`src/rtl/descrambler_if.sv`:
```
// Serial descrambler bus: frame start, the input bit stream with its
// valid/ready/last handshake, the output bit stream with its own handshake,
// and the recovered-seed / error status reported back to the controller.
//   master : the side that feeds scrambled bits and consumes descrambled bits
//   slave  : the descrambler itself
interface descrambler_if;
  logic       start;
  logic       in_valid;
  logic       in_ready;
  logic       in_bit;
  logic       in_last;
  logic       out_valid;
  logic       out_ready;
  logic       out_bit;
  logic       out_last;
  logic [6:0] seed_out;
  logic       seed_valid;
  logic       seed_err;
  logic       svc_err;
  logic       busy;

  modport master (
    output start, in_valid, in_bit, in_last, out_ready,
    input  in_ready, out_valid, out_bit, out_last,
    input  seed_out, seed_valid, seed_err, svc_err, busy
  );

  modport slave (
    input  start, in_valid, in_bit, in_last, out_ready,
    output in_ready, out_valid, out_bit, out_last,
    output seed_out, seed_valid, seed_err, svc_err, busy
  );
endinterface

```
`src/rtl/descrambler.sv`:
```
// Self-synchronising descrambler for the x^7+x^4+1 frame scrambler.
// The first 7 bits of a frame load the scrambler state directly, the next 9
// SERVICE bits must descramble to zero, and every later bit is descrambled
// and forwarded until in_last. Output goes through a 1-deep register, so
// in_ready drops only while that register is full and not being drained.
// Ports:
//   clk, reset   : clock, synchronous active-high reset
//   bus (slave)  : start, in_valid/in_ready/in_bit/in_last,
//                  out_valid/out_ready/out_bit/out_last,
//                  seed_out, seed_valid, seed_err, svc_err, busy
// Parameter STRIP_SERVICE: 1 drops the 16 SERVICE bits from the output,
//   0 forwards them (the 7 seed bits appear as zeros).
module descrambler #(
  parameter int STRIP_SERVICE = 1
) (
  input  logic         clk,
  input  logic         reset,
  descrambler_if.slave bus
);
  localparam bit Strip = (STRIP_SERVICE != 0);

  typedef enum logic [1:0] {IDLE, SEED, SVC, DATA} state_t;

  state_t     state, next_state;
  logic [6:0] s;
  logic [3:0] cnt;
  logic       out_valid_q, out_bit_q, out_last_q;
  logic [6:0] seed_q;
  logic       seed_valid_q, seed_err_q, svc_err_q;

  logic       in_ready_c, accept, fb, desc_bit;
  logic       emit, emit_bit, emit_last;
  logic [6:0] seed_next;

  // State register.
  always_ff @(posedge clk) begin
    if (reset) state <= IDLE;
    else       state <= next_state;
  end

  // Next-state logic. start restarts the frame even mid-frame; in_last in
  // the SERVICE field ends a frame that is too short.
  always_comb begin
    next_state = state;
    if (bus.start) begin
      next_state = SEED;
    end else if (accept) begin
      case (state)
        SEED: begin
          if (bus.in_last)       next_state = IDLE;
          else if (cnt == 4'd6)  next_state = SVC;
        end
        SVC: begin
          if (bus.in_last)       next_state = IDLE;
          else if (cnt == 4'd15) next_state = DATA;
        end
        DATA: begin
          if (bus.in_last)       next_state = IDLE;
        end
        default: next_state = IDLE;
      endcase
    end
  end

  // Handshake and per-bit decode. A bit offered together with start is
  // dropped, so accept is masked by start.
  always_comb begin
    in_ready_c = (state != IDLE) && (!out_valid_q || bus.out_ready);
    accept     = bus.in_valid && in_ready_c && !bus.start;
    fb         = s[6] ^ s[3];
    desc_bit   = bus.in_bit ^ fb;
    seed_next  = {s[5:0], bus.in_bit};
    emit       = 1'b0;
    emit_bit   = 1'b0;
    emit_last  = 1'b0;
    if (accept) begin
      case (state)
        SEED: begin
          emit      = !Strip;
          emit_last = bus.in_last;
        end
        SVC: begin
          emit      = !Strip;
          emit_bit  = desc_bit;
          emit_last = bus.in_last;
        end
        DATA: begin
          emit      = 1'b1;
          emit_bit  = desc_bit;
          emit_last = bus.in_last;
        end
        default: ;
      endcase
    end
  end

  // Scrambler state, SERVICE counter, output register and frame flags.
  // The recovered seed is the state after the 7th bit; an all-zero seed is
  // flagged but the frame still runs (bits then pass through unchanged).
  always_ff @(posedge clk) begin
    if (reset) begin
      s            <= '0;
      cnt          <= '0;
      out_valid_q  <= 1'b0;
      out_bit_q    <= 1'b0;
      out_last_q   <= 1'b0;
      seed_q       <= '0;
      seed_valid_q <= 1'b0;
      seed_err_q   <= 1'b0;
      svc_err_q    <= 1'b0;
    end else if (bus.start) begin
      cnt          <= '0;
      out_valid_q  <= 1'b0;
      out_last_q   <= 1'b0;
      seed_valid_q <= 1'b0;
      seed_err_q   <= 1'b0;
      svc_err_q    <= 1'b0;
    end else begin
      if (emit) begin
        out_valid_q <= 1'b1;
        out_bit_q   <= emit_bit;
        out_last_q  <= emit_last;
      end else if (bus.out_ready) begin
        out_valid_q <= 1'b0;
      end

      if (accept) begin
        case (state)
          SEED: begin
            s   <= seed_next;
            cnt <= cnt + 4'd1;
            if (bus.in_last) begin
              svc_err_q <= 1'b1;
            end else if (cnt == 4'd6) begin
              seed_q       <= seed_next;
              seed_valid_q <= 1'b1;
              seed_err_q   <= (seed_next == 7'd0);
            end
          end
          SVC: begin
            s   <= {s[5:0], fb};
            cnt <= cnt + 4'd1;
            if (desc_bit || bus.in_last) svc_err_q <= 1'b1;
          end
          DATA: begin
            s <= {s[5:0], fb};
          end
          default: ;
        endcase
      end
    end
  end

  assign bus.in_ready   = in_ready_c;
  assign bus.out_valid  = out_valid_q;
  assign bus.out_bit    = out_bit_q;
  assign bus.out_last   = out_last_q;
  assign bus.seed_out   = seed_q;
  assign bus.seed_valid = seed_valid_q;
  assign bus.seed_err   = seed_err_q;
  assign bus.svc_err    = svc_err_q;
  assign bus.busy       = (state != IDLE);
endmodule

```
`src/flat_wrapper.sv`:
```
// flat-port wrapper written by rule: the top's interface ports become plain ports
module descrambler_flat 
#(
  parameter int STRIP_SERVICE = 1
)
  (clk, reset, bus_start, bus_in_valid, bus_in_bit, bus_in_last, bus_out_ready, bus_in_ready, bus_out_valid, bus_out_bit, bus_out_last, bus_seed_out, bus_seed_valid, bus_seed_err, bus_svc_err, bus_busy);
  descrambler_if bus_i ();
  input  logic clk;
  input  logic reset;
  input wire logic [$bits(bus_i.start)-1:0] bus_start;
  input wire logic [$bits(bus_i.in_valid)-1:0] bus_in_valid;
  input wire logic [$bits(bus_i.in_bit)-1:0] bus_in_bit;
  input wire logic [$bits(bus_i.in_last)-1:0] bus_in_last;
  input wire logic [$bits(bus_i.out_ready)-1:0] bus_out_ready;
  output wire logic [$bits(bus_i.in_ready)-1:0] bus_in_ready;
  output wire logic [$bits(bus_i.out_valid)-1:0] bus_out_valid;
  output wire logic [$bits(bus_i.out_bit)-1:0] bus_out_bit;
  output wire logic [$bits(bus_i.out_last)-1:0] bus_out_last;
  output wire logic [$bits(bus_i.seed_out)-1:0] bus_seed_out;
  output wire logic [$bits(bus_i.seed_valid)-1:0] bus_seed_valid;
  output wire logic [$bits(bus_i.seed_err)-1:0] bus_seed_err;
  output wire logic [$bits(bus_i.svc_err)-1:0] bus_svc_err;
  output wire logic [$bits(bus_i.busy)-1:0] bus_busy;
  assign bus_i.start = bus_start;
  assign bus_i.in_valid = bus_in_valid;
  assign bus_i.in_bit = bus_in_bit;
  assign bus_i.in_last = bus_in_last;
  assign bus_i.out_ready = bus_out_ready;
  assign bus_in_ready = bus_i.in_ready;
  assign bus_out_valid = bus_i.out_valid;
  assign bus_out_bit = bus_i.out_bit;
  assign bus_out_last = bus_i.out_last;
  assign bus_seed_out = bus_i.seed_out;
  assign bus_seed_valid = bus_i.seed_valid;
  assign bus_seed_err = bus_i.seed_err;
  assign bus_svc_err = bus_i.svc_err;
  assign bus_busy = bus_i.busy;
  descrambler #(.STRIP_SERVICE(STRIP_SERVICE)) u_core (.clk(clk), .reset(reset), .bus(bus_i));
endmodule
```
`config.mk`:
```
export PLATFORM = sky130hd
export DESIGN_NAME = descrambler_flat
export DESIGN_NICKNAME = d
export VERILOG_FILES = /design/src/rtl/descrambler_if.sv /design/src/rtl/descrambler.sv /design/src/flat_wrapper.sv
export SDC_FILE = /design/constraint.sdc
export NUM_CORES = 1
export LEC_CHECK = 0
export CORE_ASPECT_RATIO = 1.1
export CORE_MARGIN = 4
export CORE_UTILIZATION = 49
export DETAILED_ROUTE_END_ITERATION = 16
export GPL_ROUTABILITY_DRIVEN = 0
export PLACE_DENSITY = 0.75
export SYNTH_ARGS = -nofsm -noshare
export SYNTH_HDL_FRONTEND = slang
export SYNTH_SLANG_ARGS = --single-unit
```
`constraint.sdc`:
```
create_clock -name clk -period 3.4 [get_ports clk]
set_input_delay 0.51 -clock clk [delete_from_list [all_inputs] [get_ports clk]]
set_output_delay 0.51 -clock clk [all_outputs]
set_load 0.005 [all_outputs]
```
==> results of run 1 <==
registers in the layout, indices dropped and copies added (netlist names):
register and count:
u_core.bus.svc_err 1, u_core.state 2, u_core.bus.out_last 1, u_core.bus.out_bit 1, u_core.cnt 4, u_core.bus.out_valid 1, u_core.bus.seed_valid 1, u_core.s 7
u_core.bus.seed_err 1, u_core.bus.seed_out 7
synth_stat cells (all sizes together):
cell type | n | area, sq um
dfxtp | 26 | 521
nor2 | 16 | 60.1
a21oi | 15 | 75.1
o21ai | 14 | 70.1
nand3 | 9 | 45.0
ha | 7 | 87.6
inv | 7 | 26.3
mux2i | 7 | 70.1
buf | 4 | 32.5
clkbuf | 4 | 15.0
nand2b | 4 | 25.0
nand2 | 3 | 11.3
nor4 | 3 | 33.8
o311ai | 3 | 26.3
nand3b | 2 | 15.0
nand4 | 2 | 12.5
nor3 | 2 | 15.0
or3 | 2 | 17.5
xnor2 | 2 | 17.5
a221oi | 1 | 8.76
a311oi | 1 | 8.76
a31oi | 1 | 6.26
a41o | 1 | 10.0
and3 | 1 | 6.26
nor2b | 1 | 6.26
nor3b | 1 | 12.5
o221a | 1 | 11.3
o41ai | 1 | 8.76
or2 | 1 | 6.26
or3b | 1 | 8.76
or4 | 1 | 7.51
stage by stage:
stage	util [%]	hold WS (ns)
final	62.0	0.491
after floorplan	-	0.460
after CTS	62.0	0.494
after global placement	59.8	0.463
after global routing	62.0	0.526
after detailed placement	59.8	0.467
final timing paths:
check                                             from                     end  slack (ns)  depth (start not counted)
worst max-delay path                     bus_out_ready            bus_in_ready        0.96                          4
worst max register to register         u_core.state[1]           u_core.cnt[3]        1.40                          6
worst min-delay path            u_core.bus.seed_out[1]  u_core.bus.seed_out[1]        0.49                          2
worst min register to register  u_core.bus.seed_out[1]  u_core.bus.seed_out[1]        0.49                          2
final cells by class:
type | instances | share of cell area, %
clock buffer | 3 | 1.46
clock inverter | 1 | 1.94
inverter | 7 | 1.70
multi-input combinational | 103 | 44.2
sequential | 26 | 33.7
tap | 31 | 2.51
timing repair buffer | 23 | 14.6
cells by family after synthesis:
kind of cell,count (synthesis),share of synthesized area (%)
compound gates,38,17.6
xor+xnor,2,1.37
fa+ha+maj,7,6.86
buf+inv,15,5.78
flops,26,40.7
mux,7,5.49
simple gates,49,22.1
power groups by stage:
stage | Combinational [mW] | Sequential [mW] | Clock (mW)
global route | 0.0628 | 0.309 | 0.226
CTS | 0.0564 | 0.308 | 0.216
detailed placement | 0.0560 | 0.315 | 0
finish | 0.0564 | 0.308 | 0.209
floorplan | 0.0361 | 0.315 | 0
global placement | 0.0552 | 0.315 | 0
metal layers:
metal  global-route usage, %  vias to the layer above  share of wire (%)
met3                    3.35                        4                3.8
met4                    7.80                        0                1.4
met1                    21.4                      534                 45
met5                       0                        -                  0
met2                    31.2                       23                 49
li1                        -                      557                  -
worst reg2reg max path, cell delays in order (launching register included):
cell,delay (ns)
dfxtp_1,0.41
inv_1,0.10
ha_1,0.21
nand2b_1,0.26
or3_4,0.46
o311ai_0,0.33
o41ai_1,0.12
==> flow_summary.json, run 1 <==
{
  "status": "finished, final reports clean",
  "viasPerCell": 5.76,
  "clock.fmax_mhz": 409,
  "start_util_pct": 51.2,
  "dpl.cell_count": 190,
  "synth.distinct_cells": 36,
  "syn_nets": 158,
  "max_stage_delay_ns": 0.49,
  "h-tree-depth": 1,
  "drc": 0,
  "mostFrequentLayoutCells": "dfxtp_1, clkdlybuf4s50_1, nor2_1",
  "drive_gt1_share_pct": 7.36,
  "overflow": 0,
  "yosysSeqAreaShare_pct": 40.7,
  "arrival_ns": 1.93,
  "area.growth.synth_to_final_pct": 21.1,
  "grt_start_max_net_pins": 22,
  "final_area_sq_mm": 0.00155,
  "cpLargestDelayFamily": "buffers and inverters",
  "first_pass_iters": 4,
  "rsz0062_at_grt": "false",
  "dp_hpwl_mm": 1.97,
  "cp-end-kind": "output port",
  "setup-tns-final_ns": 0,
  "leakage_nw": 0.523,
  "fin_skew_ns": 0.0122,
  "final.period_utilization_pct": 71.9,
  "cts_buffer_depth": 2,
  "dieWidth_microns": 56.7,
  "cp_max_fo": 7,
  "drv_cap": 0,
  "finalNonFillerCells": 194,
  "setup_ws_ns": 0.955,
  "total_power_mw": 0.573,
  "combPwrFrac_pct": 9.8,
  "p_per_area_mw_per_mm2": 371,
  "worstPathCellList": "clkdlybuf4s50_1 -> nor2b_1 -> nor2_1 -> clkdlybuf4s50_1",
  "path_common_cell": "clkdlybuf4s50_1",
  "postPlaceCellArea_sq_mm": 0.00149,
  "grt_pass1_wl_mm": 4.89,
  "max-slew-margin-rel_pct": 59.8,
  "pre_cts_ws_ns": 0.948,
  "nFillCells": 221,
  "cts_tree": "built",
  "final_antenna_net_count": 0,
  "cts_buffers": 3,
  "dieArea_sq_mm": 0.00349,
  "cts_setup_buffers": 0,
  "swShare_pct": 21.4,
  "via_count": 1118,
  "period_needed_ns": 2.44,
  "syn_inst": 144,
  "drt-total-wl_mm": 2.73,
  "p_clk_share_pct": 36.4,
  "internal_power_mw": 0.451,
  "rows": 19,
  "seq_power_share_pct": 53.8,
  "cp.required_ns": 2.89,
  "crit_buf_inv": 2,
  "drt_iter0_drc": 19,
  "post_drt_wl_per_cell_microns": 14.1,
  "final_common_cell": "dfxtp_1",
  "startpoint_type": "input port",
  "setup_violations": 0,
  "clock_latency_ns": 0.32,
  "seq_area_sq_um": 520,
  "ios": 22,
  "timing.final.hold_violations": 0,
  "tightest_slew_ns": 0.602,
  "final_max_slew_viol_count": 0,
  "core_area_sq_mm": 0.00250,
  "hold_class": "flip-flop to flip-flop",
  "synth.cell_area_sq_mm": 0.00128,
  "slowest_stage": "nor2b_1",
  "antenna_cells": 0,
  "groute.usage.overall_pct": 17.8,
  "ys_warn_count": 0,
  "syn_avg_cell_area_sq_um": 8.87,
  "path_clk_slew_ns": 0.14,
  "cts.sinks": 26,
  "numPortBuffers": 21,
  "multiInputGateArea_sq_um": 683,
  "grt_pass1_vias": 1106,
  "switching_power_mw": 0.123,
  "die_h_microns": 61.6,
  "ys_ff_latch": 26,
  "antenna_found_initial": 0,
  "cts_hold_buffers": 0,
  "vdd_drop_max_v": 0.000249,
  "critical_path_class": "input port to output port",
  "nets": 178,
  "cts-root-buf": "clkbuf_4",
  "cts_resized": 0
}
Note: power is estimated with default switching activity, not from simulation.
==> inputs of run 2 (changes only) <==
- clock period: 3.4 -> 2.4 ns (I/O delays scaled with it)
==> run 2 against run 1 <==
Compared with the run above: flip-flop and latch count unchanged; clock power up 43%; clock skew down 0.011 ns; via count down 0.45%; hold slack worse by 0.0034 ns; routed wire length up 0.66%; utilization up 0.30 points; combinational power up 43%; total power up 42%; clock-buffer cell count unchanged; cell count up 0.52%; critical path depth unchanged; critical endpoint unchanged.
==> flow_summary.json, run 2 (same netlist as run 1, synthesis figures left out) <==
{
  "min_from": "u_core.bus.seed_out[1]",
  "cts_buffer_depth": 2,
  "antenna_cells": 0,
  "drc": 0,
  "overflow": 0,
  "dpl.cell_count": 191,
  "cts_resized": 0,
  "startpoint_type": "input port",
  "r2r-end": "u_core.cnt[3]",
  "max-slew-margin-rel_pct": 60.1,
  "status": "finished, final reports clean",
  "cts.sinks": 26,
  "total_power_mw": 0.817,
  "final_max_slew_viol_count": 0,
  "dieArea_sq_mm": 0.00349,
  "setup_ws_ns": 0.270,
  "area.growth.synth_to_final_pct": 21.6,
  "antenna_found_initial": 0,
  "vdd_drop_max_v": 0.000495,
  "r2r_start": "u_core.state[1]",
  "period_needed_ns": 2.13,
  "reg2reg_setup_slack_ns": 0.34,
  "finalNonFillerCells": 195,
  "rows": 19,
  "cts-root-buf": "clkbuf_4",
  "cts_hold_buffers": 0,
  "clock.fmax_mhz": 469,
  "cp-end-kind": "output port",
  "clock_latency_ns": 0.32,
  "dieWidth_microns": 56.7,
  "pre_cts_ws_ns": 0.269,
  "tightest_slew_ns": 0.597,
  "path_clk_slew_ns": 0.14,
  "post_drt_wl_per_cell_microns": 14.1,
  "arrival_ns": 1.77,
  "cts_setup_buffers": 0,
  "final_antenna_net_count": 0,
  "r2r.worst_path.cells": 6,
  "viasPerCell": 5.71,
  "dp_hpwl_mm": 2.03,
  "groute.usage.overall_pct": 17.4,
  "nets": 179,
  "mostFrequentLayoutCells": "dfxtp_1, clkdlybuf4s50_1, nor2_1",
  "drv_cap": 0,
  "p_per_area_mw_per_mm2": 525,
  "via_count": 1113,
  "setup_violations": 0,
  "timing.final.hold_violations": 0,
  "cp.required_ns": 2.04,
  "postPlaceCellArea_sq_mm": 0.00150,
  "ios": 22,
  "final.period_utilization_pct": 88.8,
  "cts_buffers": 3,
  "h-tree-depth": 1,
  "leakage_nw": 0.527,
  "grt_pass1_vias": 1075,
  "final_area_sq_mm": 0.00155,
  "drt_iter0_drc": 32,
  "cp_max_fo": 7,
  "final_common_cell": "dfxtp_1",
  "rsz0062_at_grt": "false",
  "numPortBuffers": 21,
  "drt-total-wl_mm": 2.75,
  "nFillCells": 224,
  "cts_tree": "built",
  "fin_skew_ns": 0.000819,
  "critical_path_class": "input port to output port",
  "die_h_microns": 61.6,
  "start_util_pct": 51.2,
  "grt_start_max_net_pins": 21,
  "setup-tns-final_ns": 0,
  "grt_pass1_wl_mm": 4.75,
  "drive_gt1_share_pct": 7.93,
  "hold_class": "flip-flop to flip-flop",
  "whs_endpoint": "u_core.bus.seed_out[1]",
  "min_path_cells": 2,
  "first_pass_iters": 4,
  "core_area_sq_mm": 0.00250
}
-- run 2: cell type report --
type | count | area, sq um | share of cell area [%]
inverter | 7 | 26.3 | 1.69
multi-input combinational | 103 | 683 | 44.0
tap | 31 | 38.8 | 2.50
sequential | 26 | 520 | 33.5
clock inverter | 1 | 30.0 | 1.93
timing repair buffer | 24 | 233 | 15.0
clock buffer | 3 | 22.5 | 1.45
-- run 2: per-stage QoR --
stage	util (%)	hold slack [ns]
final	62.3	0.488
after global routing	62.3	0.522
after CTS	62.3	0.491
after detailed placement	60.2	0.472
after global placement	60.2	0.462
after floorplan	-	0.460
-- run 2: worst max path at each step --
stage | endpoint | slack, ns | start | depth (start not counted)
2_1_floorplan | u_core.cnt[3] | 0.64 | u_core.state[0] | 6
3_3_place_gp | bus_in_ready | 0.30 | bus_out_ready | 4
3_5_place_dp | u_core.cnt[3] | 0.27 | bus_start | 4
4_1_cts | bus_in_ready | 0.27 | bus_out_ready | 4
5_1_grt | bus_in_ready | 0.17 | bus_out_ready | 4
6_report | bus_in_ready | 0.27 | bus_out_ready | 4
-- run 2: worst max-delay path: stages --
cell	delay, ns
clkdlybuf4s50_1	0.40
nor2b_1	0.48
nor2_1	0.07
clkdlybuf4s50_1	0.46
-- run 2: where the power goes --
group	switching (mW)	internal (mW)
clock network	0.130	0.169
logic	0.0447	0.0363
registers	0.00244	0.434
-- run 2: per-layer routing --
metal | wire [microns] | part of all wire (%) | track usage, % | vias to the layer above
met1 | 1170 | 43 | 21.0 | 520
li1 | - | - | - | 557
met3 | 162 | 5.9 | 3.14 | 2
met4 | 19 | 0.69 | 5.08 | 0
met5 | 0 | 0 | 0 | -
met2 | 1390 | 51 | 31.8 | 34
==> inputs of run 3 (changes only) <==
- SLEW_MARGIN: default -> 5
==> results of run 3 <==
Final layout, timing and power as in run 2 (identical DEF).
